--- src/rtl/line_clear.sv ---
// line_clear: post-lock line-clear engine for the playfield matrix.
//
// Scans the live matrix snapshot from the bottom row to the top. Surviving
// (non-full) rows are copied down through the matrix row-write port. The
// vacated top rows are then zero-filled. The number of cleared rows is reported.
//
// Matrix packing: row r occupies matrix_i[r*width_p*depth_p +: width_p*depth_p],
// and column c of a row occupies row[c*depth_p +: depth_p]. Row 0 is the top row.
//
// Ports:
//   clk_i           clock
//   reset_i         synchronous active-high reset
//   start_i         start a clear pass (only accepted while ready_o=1)
//   ready_o         high in IDLE
//   matrix_i        live playfield contents
//   set_row_addr_o  row written when set_v_o=1
//   set_row_data_o  data written when set_v_o=1
//   set_v_o         row write strobe (matrix commits on the next posedge)
//   done_o          one-cycle pulse at the end of a pass
//   lines_cleared_o row count from the last completed pass
//
// state | meaning
// IDLE  | waiting for start_i, ready_o=1
// SCAN  | one row per cycle, bottom to top, compacting survivors downward
// FILL  | zero-fill rows cnt-1 down to 0
// DONE  | one-cycle done_o pulse, publish the count
module line_clear #(
  parameter int width_p  = 10,
  parameter int height_p = 20,
  parameter int depth_p  = 2
) (
  input  logic                                  clk_i,
  input  logic                                  reset_i,
  input  logic                                  start_i,
  output logic                                  ready_o,
  input  logic [height_p*width_p*depth_p-1:0]   matrix_i,
  output logic [$clog2(height_p)-1:0]           set_row_addr_o,
  output logic [width_p*depth_p-1:0]            set_row_data_o,
  output logic                                  set_v_o,
  output logic                                  done_o,
  output logic [$clog2(height_p+1)-1:0]         lines_cleared_o
);

  localparam int row_w_lp  = width_p * depth_p;
  localparam int addr_w_lp = $clog2(height_p);
  localparam int cnt_w_lp  = $clog2(height_p + 1);
  localparam logic [addr_w_lp-1:0] last_row_lp = addr_w_lp'(height_p - 1);

  typedef enum logic [1:0] {IDLE, SCAN, FILL, DONE} state_e;

  state_e                state_r, state_n;
  logic [addr_w_lp-1:0]  rd_r, rd_n;
  logic [addr_w_lp-1:0]  wr_r, wr_n;
  logic [cnt_w_lp-1:0]   cnt_r, cnt_n;
  logic [cnt_w_lp-1:0]   lines_r, lines_n;

  logic [row_w_lp-1:0]   rd_row;
  logic                  row_full;
  logic                  wr_v;
  logic [addr_w_lp-1:0]  wr_addr;
  logic [row_w_lp-1:0]   wr_data;
  logic                  done_v;

  assign rd_row = matrix_i[int'(rd_r) * row_w_lp +: row_w_lp];

  always_comb begin
    row_full = 1'b1;
    for (int c = 0; c < width_p; c++) begin
      if (rd_row[c*depth_p +: depth_p] == '0) row_full = 1'b0;
    end
  end

  always_comb begin
    state_n = state_r;
    rd_n    = rd_r;
    wr_n    = wr_r;
    cnt_n   = cnt_r;
    lines_n = lines_r;
    ready_o = 1'b0;
    wr_v    = 1'b0;
    wr_addr = '0;
    wr_data = '0;
    done_v  = 1'b0;

    case (state_r)
      IDLE: begin
        ready_o = 1'b1;
        if (start_i) begin
          state_n = SCAN;
          rd_n    = last_row_lp;
          wr_n    = last_row_lp;
          cnt_n   = '0;
        end
      end

      SCAN: begin
        if (row_full) begin
          cnt_n = cnt_r + 1'b1;
        end else begin
          // A survivor that is already in place needs no write.
          if (wr_r != rd_r) begin
            wr_v    = 1'b1;
            wr_addr = wr_r;
            wr_data = rd_row;
          end
          if (wr_r != '0) wr_n = wr_r - 1'b1;
        end
        if (rd_r == '0) begin
          state_n = (cnt_n == '0) ? DONE : FILL;
        end else begin
          rd_n = rd_r - 1'b1;
        end
      end

      // At the end of SCAN wr_r has settled at cnt-1, the topmost vacated row.
      FILL: begin
        wr_v    = 1'b1;
        wr_addr = wr_r;
        wr_data = '0;
        if (wr_r == '0) state_n = DONE;
        else            wr_n    = wr_r - 1'b1;
      end

      DONE: begin
        done_v  = 1'b1;
        lines_n = cnt_r;
        state_n = IDLE;
      end

      default: state_n = IDLE;
    endcase
  end

  // Block the write strobe while reset_i is asserted. An interrupted pass
  // then cannot commit one more row in the reset cycle.
  assign set_v_o         = wr_v & ~reset_i;
  assign set_row_addr_o  = set_v_o ? wr_addr : '0;
  assign set_row_data_o  = set_v_o ? wr_data : '0;
  assign done_o          = done_v & ~reset_i;
  assign lines_cleared_o = lines_r;

  always_ff @(posedge clk_i) begin
    if (reset_i) begin
      state_r <= IDLE;
      rd_r    <= '0;
      wr_r    <= '0;
      cnt_r   <= '0;
      lines_r <= '0;
    end else begin
      state_r <= state_n;
      rd_r    <= rd_n;
      wr_r    <= wr_n;
      cnt_r   <= cnt_n;
      lines_r <= lines_n;
    end
  end

endmodule
--- config.mk ---
export PLATFORM = sky130hd
export DESIGN_NAME = line_clear
export DESIGN_NICKNAME = d
export VERILOG_FILES = /design/src/rtl/line_clear.sv
export SDC_FILE = /design/constraint.sdc
export NUM_CORES = 1
export LEC_CHECK = 0
export ABC_CLOCK_PERIOD_IN_PS = 3900
export CAP_MARGIN = 20
export CELL_PAD_IN_SITES_DETAIL_PLACEMENT = 1
export CELL_PAD_IN_SITES_GLOBAL_PLACEMENT = 1
export CORE_AREA = 2 2 167 169
export CTS_BUF_LIST = sky130_fd_sc_hd__clkbuf_8
export DETAILED_ROUTE_END_ITERATION = 16
export DIE_AREA = 0 0 169 171
export PLACE_DENSITY_LB_ADDON = 0.1
export SLEW_MARGIN = 5
export SYNTH_ARGS = -nofsm -noshare
export SYNTH_HDL_FRONTEND = slang
export SYNTH_SLANG_ARGS = --single-unit
--- constraint.sdc ---
create_clock -name clk_i -period 3.9 [get_ports clk_i]
set_input_delay 0.78 -clock clk_i [delete_from_list [all_inputs] [get_ports clk_i]]
set_output_delay 0.78 -clock clk_i [all_outputs]
set_load 0.01 [all_outputs]
==> flow_summary.json <==
{
  "status": "finished with violations",
  "synth_top_flop_cell": "dfxtp_1",
  "drive_gt1_frac": 0.3126,
  "pin_count": 436,
  "grt_pass1_wl_um": 47130,
  "yosysTopAreaCell": "mux4_2",
  "core_area_um2": 27320,
  "post-dp-hpwl_um": 28480,
  "viasPerCell": 4.773,
  "avgSynthCellArea_um2": 10.09,
  "register_area_um2": 449.2,
  "clock-sinks": 22,
  "fill_cells": 3082,
  "drt_iter0_markers": 216,
  "syn_area_um2": 4942,
  "max_slew_margin": 0.5926,
  "num_vias": 6363,
  "area_growth_pct": 119.5,
  "critPathMaxFanout": 5,
  "dp_slack_ns": -0.9822,
  "holdWs_ns": 0.5053,
  "setup_viol": 2,
  "cts_tree": "built",
  "drv_slew": 0,
  "arrival_ns": 3.14,
  "fin_crit_ns": 3.923,
  "syn_inst": 490,
  "avgRoutedWirePerCell_um": 25.23,
  "dp_cells": 1297,
  "drv_cap": 0,
  "first_pass_iters": 4,
  "final_nets": 1395,
  "yosysSeqAreaShare": 0.08911,
  "async_flop_share": 0,
  "syn_nets": 902,
  "drc": 0,
  "cts_root_buffer": "clkbuf_8",
  "skew_ns": 0.003867,
  "ant_nets": 0,
  "ys_types": 63,
  "die_w_um": 169,
  "clk_latency_ns": 0.26,
  "tightest_slew_ns": 0.6056,
  "row_count": 61,
  "grt_pass1_vias": 6806,
  "rsz0062_at_grt": "true",
  "gp_congestion": 0.8018,
  "wl_um": 33640,
  "initial_utilization": 0.1809,
  "postCtsHoldBufs": 0,
  "hold_viol": 0,
  "setup_tns_ns": -0.02624,
  "ys.warnings.count": 0,
  "clockBufferDepth": 2,
  "cellPowerDensity_nw_per_um2": 482.0,
  "p_leak_nw": 4.543,
  "hold_class": "flip-flop to flip-flop",
  "synth-seq-cells": 22,
  "crit_path_end_kind": "output port",
  "cts_buffers": 3,
  "max-vdd-ir-drop_uv": 234.1,
  "synth_top_area_frac": 0.3737,
  "fin_crit_sh": 1.006,
  "multiInputGateArea_um2": 4543,
  "clk_pin_slew_ns": 0.09,
  "fmax_ghz": 0.2549,
  "synth_edf_count": 0,
  "antenna_found_initial": 6,
  "cp.required_ns": 3.12,
  "synth_area_leaders": "mux4_2 37%, dfxtp_1 8.9%, mux2i_1 8.3%, nor2_1 3.4%, nand2_1 3.0%",
  "critPathLaunchType": "input port",
  "htreeDepth": 1,
  "dieArea_um2": 28900,
  "fin_ws_ns": -0.02345,
  "io_buffers": 435,
  "grt.overflow.total": 0,
  "grt_usage": 0.2224,
  "fp.dieH_um": 171,
  "layoutNonFillerInstCount": 1333,
  "grt_max_degree": 42,
  "violations": "negative setup slack",
  "criticalPathCategory": "input port to output port"
}
-- logic make-up (layout without fill, tap and decap cells) --
family,count (synthesis),count (layout),synth area share
other,0,5,0
flip-flops,22,22,0.08911
AND/OR/NAND/NOR,152,152,0.1549
buffers and inverters,60,552,0.07772
multiplexers,135,135,0.4840
XOR/XNOR,10,10,0.01772
AO/OA/AOI/OAI,102,102,0.1537
adder cells (fa/ha/maj),9,9,0.02279
-- Yosys cell counts, types with 3 or more instances --
| cell | count |
|---|---|
| dfxtp_1 | 22 |
| ha_1 | 9 |
| nor3b_1 | 5 |
| nor2b_1 | 15 |
| xor2_1 | 4 |
| nand3_1 | 12 |
| mux4_2 | 82 |
| a211oi_1 | 9 |
| o31ai_1 | 3 |
| a21oi_1 | 17 |
| nand4_1 | 3 |
| nand2_1 | 40 |
| o221a_2 | 3 |
| buf_2 | 15 |
| a221oi_1 | 9 |
| nor3_1 | 7 |
| clkbuf_1 | 10 |
| o22ai_1 | 3 |
| or3_1 | 3 |
| buf_4 | 6 |
| a31oi_1 | 6 |
| mux2_2 | 10 |
| mux2i_1 | 41 |
| nor2_1 | 45 |
| a22oi_1 | 12 |
| nand2b_1 | 5 |
| buf_6 | 9 |
| buf_8 | 3 |
| xnor2_1 | 6 |
| or4_1 | 4 |
| inv_1 | 12 |
| o211ai_1 | 9 |
| o21ai_0 | 8 |
-- layout by cell type, fill, tap and decap left out, drive strengths merged, types with 5 or more instances in the layout --
cell type and instances:
xnor2 6, buf 135, a22oi 13, mux2i 41, a31oi 6, ha 9, nand2 40, dlymetal6s2s 65
mux2 12, nor2 45, a211oi 10, diode 5, o211ai 9, dfxtp 22, a21oi 17, dlygate4sd2 51
nand2b 5, inv 12, clkdlybuf4s15 6, nor3 8, nor2b 15, a221oi 10, mux4 82, nand3 12
o21ai 9, nor3b 7, clkdlybuf4s50 277
-- state kept, by name (all words and copies together) (netlist names) --
register	cells
cnt_r	5
lines_cleared_o	5
rd_r	5
wr_r	5
state_r	2
-- where the power goes --
| part | switching, mW | internal [mW] |
|---|---|---|
| logic | 2.20 | 2.50 |
| registers | 0.0760 | 0.280 |
| clock network | 0.0778 | 0.0900 |
| total | 2.36 | 2.87 |
-- area by class of cell --
class,count,area share
timing repair buffer,534,0.4889
multi-input combinational,408,0.4188
sequential,22,0.04140
tap,346,0.03990
clock buffer,4,0.005074
inverter,14,0.004844
antenna,5,0.001153
-- stage by stage --
stage	instance area, um2	utilization	total power [mW]
after CTS	10340	0.3783	4.998
after floorplan	4942	-	2.702
after global routing	10840	0.3968	5.583
after global placement	10060	0.3683	4.383
after detailed placement	10060	0.3683	4.374
final	10850	0.3971	5.230
-- final timing paths --
check                      from                 end  slack, ns  cells past startpoint
max               matrix_i[110]  set_row_data_o[10]      -0.02                     12
min reg2reg  lines_cleared_o[1]  lines_cleared_o[1]       0.51                      2
max reg2reg             rd_r[0]            cnt_r[4]       0.77                     12
min          lines_cleared_o[1]  lines_cleared_o[1]       0.51                      2
-- worst max-delay path, cell delays in order --
cell             delay, ns
clkdlybuf4s50_1       0.39
mux4_2                0.49
a22oi_2               0.25
o2111ai_2             0.16
o22ai_2               0.18
a211oi_4              0.07
nand4_4               0.12
nand4_1               0.11
buf_6                 0.18
buf_12                0.15
a21oi_2               0.10
buf_4                 0.14
-- layer usage --
metal / global-route usage / routed length [um] / part of all wire / vias up
li1: - / - / - / 2971
met1: 0.2637 / 13080 / 0.39 / 3174
met2: 0.4196 / 18010 / 0.54 / 196
met3: 0.04765 / 2188 / 0.065 / 20
met4: 0.03122 / 346 / 0.010 / 2
met5: 0 / 11 / 0.00033 / -
-- repair_timing --
item / 4_1_cts / 5_1_grt
endpoints found under the setup margin: 26 / 26
buffers inserted: 18 / 14
resized for setup: 260 / 124
pin swaps: 32 / 33
cloned: 3 / 0
Note: power is estimated with default switching activity, not from simulation.
==> edit 1: new RTL, same flow settings <==
Change the parameter `width_p` from 10 to 12.
--- a/src/rtl/line_clear.sv
+++ b/src/rtl/line_clear.sv
@@ -25,7 +25,7 @@
 // FILL  | zero-fill rows cnt-1 down to 0
 // DONE  | one-cycle done_o pulse, publish the count
 module line_clear #(
-  parameter int width_p  = 10,
+  parameter int width_p  = 12,
   parameter int height_p = 20,
   parameter int depth_p  = 2
 ) (
Ports: changed (resized matrix_i and set_row_data_o); port bits go from 436 to 520. The function was not compared with the original's and may differ.
==> edit 1 against the original RTL <==
The run still ends with negative setup slack left. Sequential cell count unchanged. Area after synthesis rose by 12%. Routed wire length up 17%. Cell area grew 23%. Critical path depth stayed put. Total power rose by 54%. Synthesized cell count rose by 12%. Highest routed layer unchanged. Worst setup slack worse by 230 ps. Largest cell class unchanged. Clock skew up 1.7 ps.
==> edit 1: results (changes against the original RTL) <==
qor: run_status.outcome finished with violations [unchanged]
qor: run_status.failed_checks negative setup slack [unchanged]
qor: drt.wirelength_met1 14,330 um [was 13,080 um]
qor: timing.setup_viol 30 [was 2]
qor: yosys.synth.top_cells.by_count sky130_fd_sc_hd__mux2i_1, sky130_fd_sc_hd__mux4_2, sky130_fd_sc_hd__nor2_1 [was sky130_fd_sc_hd__mux4_2, sky130_fd_sc_hd__nor2_1, sky130_fd_sc_hd__mux2i_1]
qor: yosys.ys_top_cells_by_area sky130_fd_sc_hd__mux4_2, sky130_fd_sc_hd__mux2i_1, sky130_fd_sc_hd__dfxtp_1 [was sky130_fd_sc_hd__mux4_2, sky130_fd_sc_hd__dfxtp_1, sky130_fd_sc_hd__mux2i_1]
qor: drt.vias 7,588 [was 6,363]
qor: drt.drt-total-wl 39,310 um [was 33,640 um]
qor: setup_path.r2r_cells 13 [was 12]
qor: clock_tree.clkTransAtPathRegs 90 ps [about the same]
qor: timing.clock_skew 5.549 ps [was 3.867 ps]
qor: timing.worst_pin_slew 772.6 ps [was 605.6 ps]
qor: global_routing.grt_pass1_wl 54,670 um [was 47,130 um]
qor: setup_path.critical_path_peak_fanout 8 [was 5]
qor: timing.finalWorstSetupSlack -252.3 ps [was -23.45 ps]
qor: setup_path.cp_data_arrival_time 3370 ps [was 3140 ps]
qor: drt.met3RoutedLength 2744 um [was 2188 um]
qor: yosys.synth_cell_types 50 [was 63]
qor: timing.hold-worst-slack 509.8 ps [was 505.3 ps]
qor: global_routing.antenna_violations_before_repair 18 [was 6]
qor: global_routing.grtUsageTotal 25.77% [was 22.24%]
qor: setup_path.reg2reg_slack 660 ps [was 770 ps]
qor: setup_path.cpPeakStageDelay 470 ps [was 490 ps]
qor: yosys.share_of_synthesized_area_occupied_by_flip_flops_and_latches 7.991% [was 8.911%]
qor: placement.place.detailed.hpwl 33,560 um [was 28,480 um]
qor: drt.met2_length 21,330 um [was 18,010 um]
qor: layout.final_layout_size_suffix_gt1_share 33.13% [was 31.26%]
qor: drt.drt-initial-drc-count 261 [was 216]
qor: layout.n_fill_cell 3,034 [was 3,082]
qor: global_routing.grt_pass1_vias 8,256 [was 6,806]
qor: layout.final_nets 1,667 [was 1,395]
qor: power_and_ir_drop.p_leak 5.199 nW [was 4.543 nW]
qor: placement.final_estimated_routing_congestion_in_global_placement 0.8214 [was 0.8018]
qor: hold_path.hold-path-cell-count 2 [unchanged]
qor: power_and_ir_drop.vdd.ir_drop.worst 0.2205 mV [was 0.2341 mV]
qor: yosys.postSynthNetCount 1,041 [was 902]
qor: hold_path.timing.hold.worst.class reg2reg [unchanged]
qor: placement.port_buffers 519 [was 435]
qor: global_routing.pin_count_of_the_biggest_net_entering_global_routing 28 [was 42]
==> edit 1: path summary, 6_finish.rpt <==
kind                 startpoint            endpoint
max               matrix_i[182]   set_row_data_o[6]
min          lines_cleared_o[4]  lines_cleared_o[4]
max reg2reg             rd_r[0]             wr_r[4]
min reg2reg  lines_cleared_o[4]  lines_cleared_o[4]
==> edit 1: critical path: cells and delay by family <==
kind,cells,cell delay [ps]
simple gates,3,460
buf+inv,4,750
compound gates,3,600
mux,2,760
==> edit 1: final cells by class <==
| cell class | instances | area (um2) | share of cell area [%] |
|---|---|---|---|
| antenna | 12 | 30.03 | 0.2253 |
| inverter | 10 | 37.54 | 0.2817 |
| timing repair buffer | 681 | 6665 | 50.01 |
| tap | 346 | 432.9 | 3.249 |
| multi-input combinational | 457 | 5657 | 42.45 |
| sequential | 22 | 449.2 | 3.371 |
| clock buffer | 4 | 55.05 | 0.4131 |
==> edit 1: where the power goes <==
group          internal [mW]  total, mW  switching [mW]
Combinational           4.09       7.50            3.40
Sequential             0.287      0.377          0.0899
Clock                 0.0901      0.169          0.0786
==> edit 1: cell families (layout without fill, tap and decap cells) <==
logic type | count (synthesis) | after routing | synth area share, %
AO/OA/AOI/OAI | 136 | 136 | 19.77
XOR/XNOR | 10 | 10 | 1.589
adder cells (fa/ha/maj) | 9 | 9 | 2.043
buffers and inverters | 70 | 695 | 7.265
flip-flops | 22 | 22 | 7.991
multiplexers | 177 | 177 | 49.13
other | 0 | 12 | 0
AND/OR/NAND/NOR | 125 | 125 | 12.21
==> edit 1: metrics by stage <==
stage	instance area, um2	TNS [ps]	setup WS (ps)	std cells	power (mW)
final	13330	-6274	-252.3	1532	8.043
after detailed placement	12000	-36960	-1292	1479	6.186
after global routing	13320	-9739	-384.3	1529	8.555
after floorplan	5512	0	253.4	549	3.356
after CTS	13170	-6314	-256.8	1516	8.047
after global placement	11980	-44460	-1403	1475	6.181
==> edit 1: layer usage <==
metal	up-vias	track usage (%)
met2	298	49.73
met1	3707	28.56
met3	44	5.552
met5	-	0
li1	3527	-
met4	12	6.429
==> edit 1: timing repair <==
item,in CTS,in global routing
pin swaps,48,12
resized for setup,494,20
setup buffers,35,5
cloned,5,0
endpoints found under the setup margin,30,30
==> edit 2: new RTL, same settings <==
Made on the original files. Reset style: asynchronous (`reset_i`), changed in one clocked block. Comments in the files are not updated.
--- a/src/rtl/line_clear.sv
+++ b/src/rtl/line_clear.sv
@@ -139,7 +139,7 @@
   assign done_o          = done_v & ~reset_i;
   assign lines_cleared_o = lines_r;
 
-  always_ff @(posedge clk_i) begin
+  always_ff @(posedge clk_i or posedge reset_i) begin
     if (reset_i) begin
       state_r <= IDLE;
       rd_r    <= '0;
Formal check against the unedited RTL: differs if reset_i is asserted again (counterexample within 4 cycles, from zero or initial values and one cycle with reset_i high); with reset_i held inactive, the same outputs for 10 cycles.
==> edit 2 against the original RTL <==
The flow still finishes with violations (negative setup slack). Worst setup slack lost 310 ps. Cell area grew 2.4%. Synthesized cell count shrank 0.61%. Fmax shrank 7.3%. Register-to-register slack lost 630 ps. Critical path depth shrank 1. Count of clock-buffer cells in the layout is the same. Global-route usage grew 0.14 points. Area after synthesis grew 3.7%. Routed wire length is essentially flat. First-iteration DRC count grew 17%. Total power grew 23%. Sequential power grew 16%. Sequential cell count is the same.
==> edit 2: results (changes against the original RTL) <==
qor: run_status.outcome finished with violations [unchanged]
qor: run_status.failed_checks negative setup slack [unchanged]
qor: global_routing.gr-usage-met2 43.64% [was 41.96%]
qor: setup_path.cpPeakStageDelay 470 ps [was 490 ps]
qor: layout.final_nets 1,435 [was 1,395]
qor: placement.dp.cells 1,327 [was 1,297]
qor: drt.drt-initial-drc-count 252 [was 216]
qor: layout.final_layout_size_suffix_gt1_share 31.70% [was 31.26%]
qor: placement.place.detailed.hpwl 29,400 um [was 28,480 um]
qor: power_and_ir_drop.vdd.ir_drop.worst 0.2130 mV [was 0.2341 mV]
qor: drt.wirelength_met1 12,400 um [was 13,080 um]
qor: yosys.async_flop_share 100.0% [was 0%]
qor: global_routing.antenna_violations_before_repair 5 [was 6]
qor: timing.clock_skew 18.37 ps [was 3.867 ps]
qor: global_routing.global_route.usage.met3 5.552% [was 4.765%]
qor: drt.met2_length 18,420 um [was 18,010 um]
qor: yosys.ys_top_cells_by_area sky130_fd_sc_hd__mux4_2, sky130_fd_sc_hd__mux4_1, sky130_fd_sc_hd__dfrtp_1 [was sky130_fd_sc_hd__mux4_2, sky130_fd_sc_hd__dfxtp_1, sky130_fd_sc_hd__mux2i_1]
qor: yosys.share_of_synthesized_area_occupied_by_flip_flops_and_latches 10.74% [was 8.911%]
qor: timing.finalWorstSetupSlack -333.9 ps [was -23.45 ps]
qor: yosys.synth.top_cells.by_count sky130_fd_sc_hd__mux4_2, sky130_fd_sc_hd__nand2_1, sky130_fd_sc_hd__nor2_1 [was sky130_fd_sc_hd__mux4_2, sky130_fd_sc_hd__nor2_1, sky130_fd_sc_hd__mux2i_1]
qor: placement.final_estimated_routing_congestion_in_global_placement 0.8678 [was 0.8018]
qor: setup_path.r2r_cells 18 [was 12]
qor: power_and_ir_drop.p_leak 4.452 nW [was 4.543 nW]
qor: setup_path.timing.critical_path.max_delay_family multiplexers [was buffers and inverters]
qor: yosys.synthCells 487 [was 490]
qor: layout.post_layout_nonfiller_instances 1,372 [was 1,333]
qor: yosys.postSynthNetCount 899 [was 902]
qor: timing.setup_viol 26 [was 2]
qor: placement.detailedPlace.worstSlack -1249 ps [was -982.2 ps]
qor: yosys.synth_cell_types 61 [was 63]
qor: drt.routedWlPerCell 24.50 um [was 25.23 um]
qor: setup_path.cp_data_arrival_time 3450 ps [was 3140 ps]
qor: global_routing.grt.met1_usage 24.14% [was 26.37%]
qor: hold_path.hold-path-cell-count 1 [was 2]
qor: power_and_ir_drop.power.net_switching 2.729 mW [was 2.358 mW]
qor: yosys.synth_ff_type sky130_fd_sc_hd__dfrtp_1 [was sky130_fd_sc_hd__dfxtp_1]
qor: drt.met3RoutedLength 1987 um [was 2188 um]
qor: global_routing.pin_count_of_the_biggest_net_entering_global_routing 23 [was 42]
==> edit 2: layout make-up <==
type	instances	area [um2]
antenna	4	10.01
clock buffer	4	55.05
fill	3064	16210
inverter	11	41.29
multi-input combinational	411	4503
sequential	22	561.8
tap	346	432.9
timing repair buffer	574	5509
==> edit 2: repair_timing <==
item	4_1_cts	5_1_grt
pin swaps	18	16
hold buffers	0	0
gates resized for setup	226	43
setup endpoints to repair	26	32
gates cloned	2	1
setup buffers	29	15
==> edit 2: path summary, 6_finish.rpt <==
check	startpoint	slack, ps	to
hold reg to reg	lines_cleared_o[3]	510	lines_cleared_o[3]
min in group asynchronous	reset_i	950	state_r[0]
hold / removal	lines_cleared_o[3]	510	lines_cleared_o[3]
max in group asynchronous	reset_i	2700	rd_r[2]
setup / recovery	matrix_i[44]	-330	set_row_data_o[8]
setup reg to reg	rd_r[0]	140	wr_r[1]
==> edit 2: cell families after synthesis <==
kind of cell / share of synthesized area, %
AOI/OAI and AO/OA: 14.55
xor gates and xnor gates: 1.197
adders and majority gates: 2.198
buffers and inverters: 7.350
DFF: 10.74
muxes: 49.11
and+or+nand+nor: 14.85
==> edit 2: power groups by stage <==
stage | Clock (mW) | Sequential (mW) | Combinational (mW)
floorplan | 0 | 0.350 | 2.70
global placement | 0 | 0.438 | 4.74
detailed placement | 0 | 0.443 | 4.80
CTS | 0.173 | 0.417 | 5.59
global route | 0.181 | 0.428 | 6.32
finish | 0.171 | 0.413 | 5.85
==> edit 2: stage by stage <==
step	TNS, ps	hold WS [ps]
detailed placement	-28970	506.2
floorplan	0	543.9
global placement	-29180	496.4
CTS	-8253	524.1
finish	-7042	514.3
global route	-11130	539.9
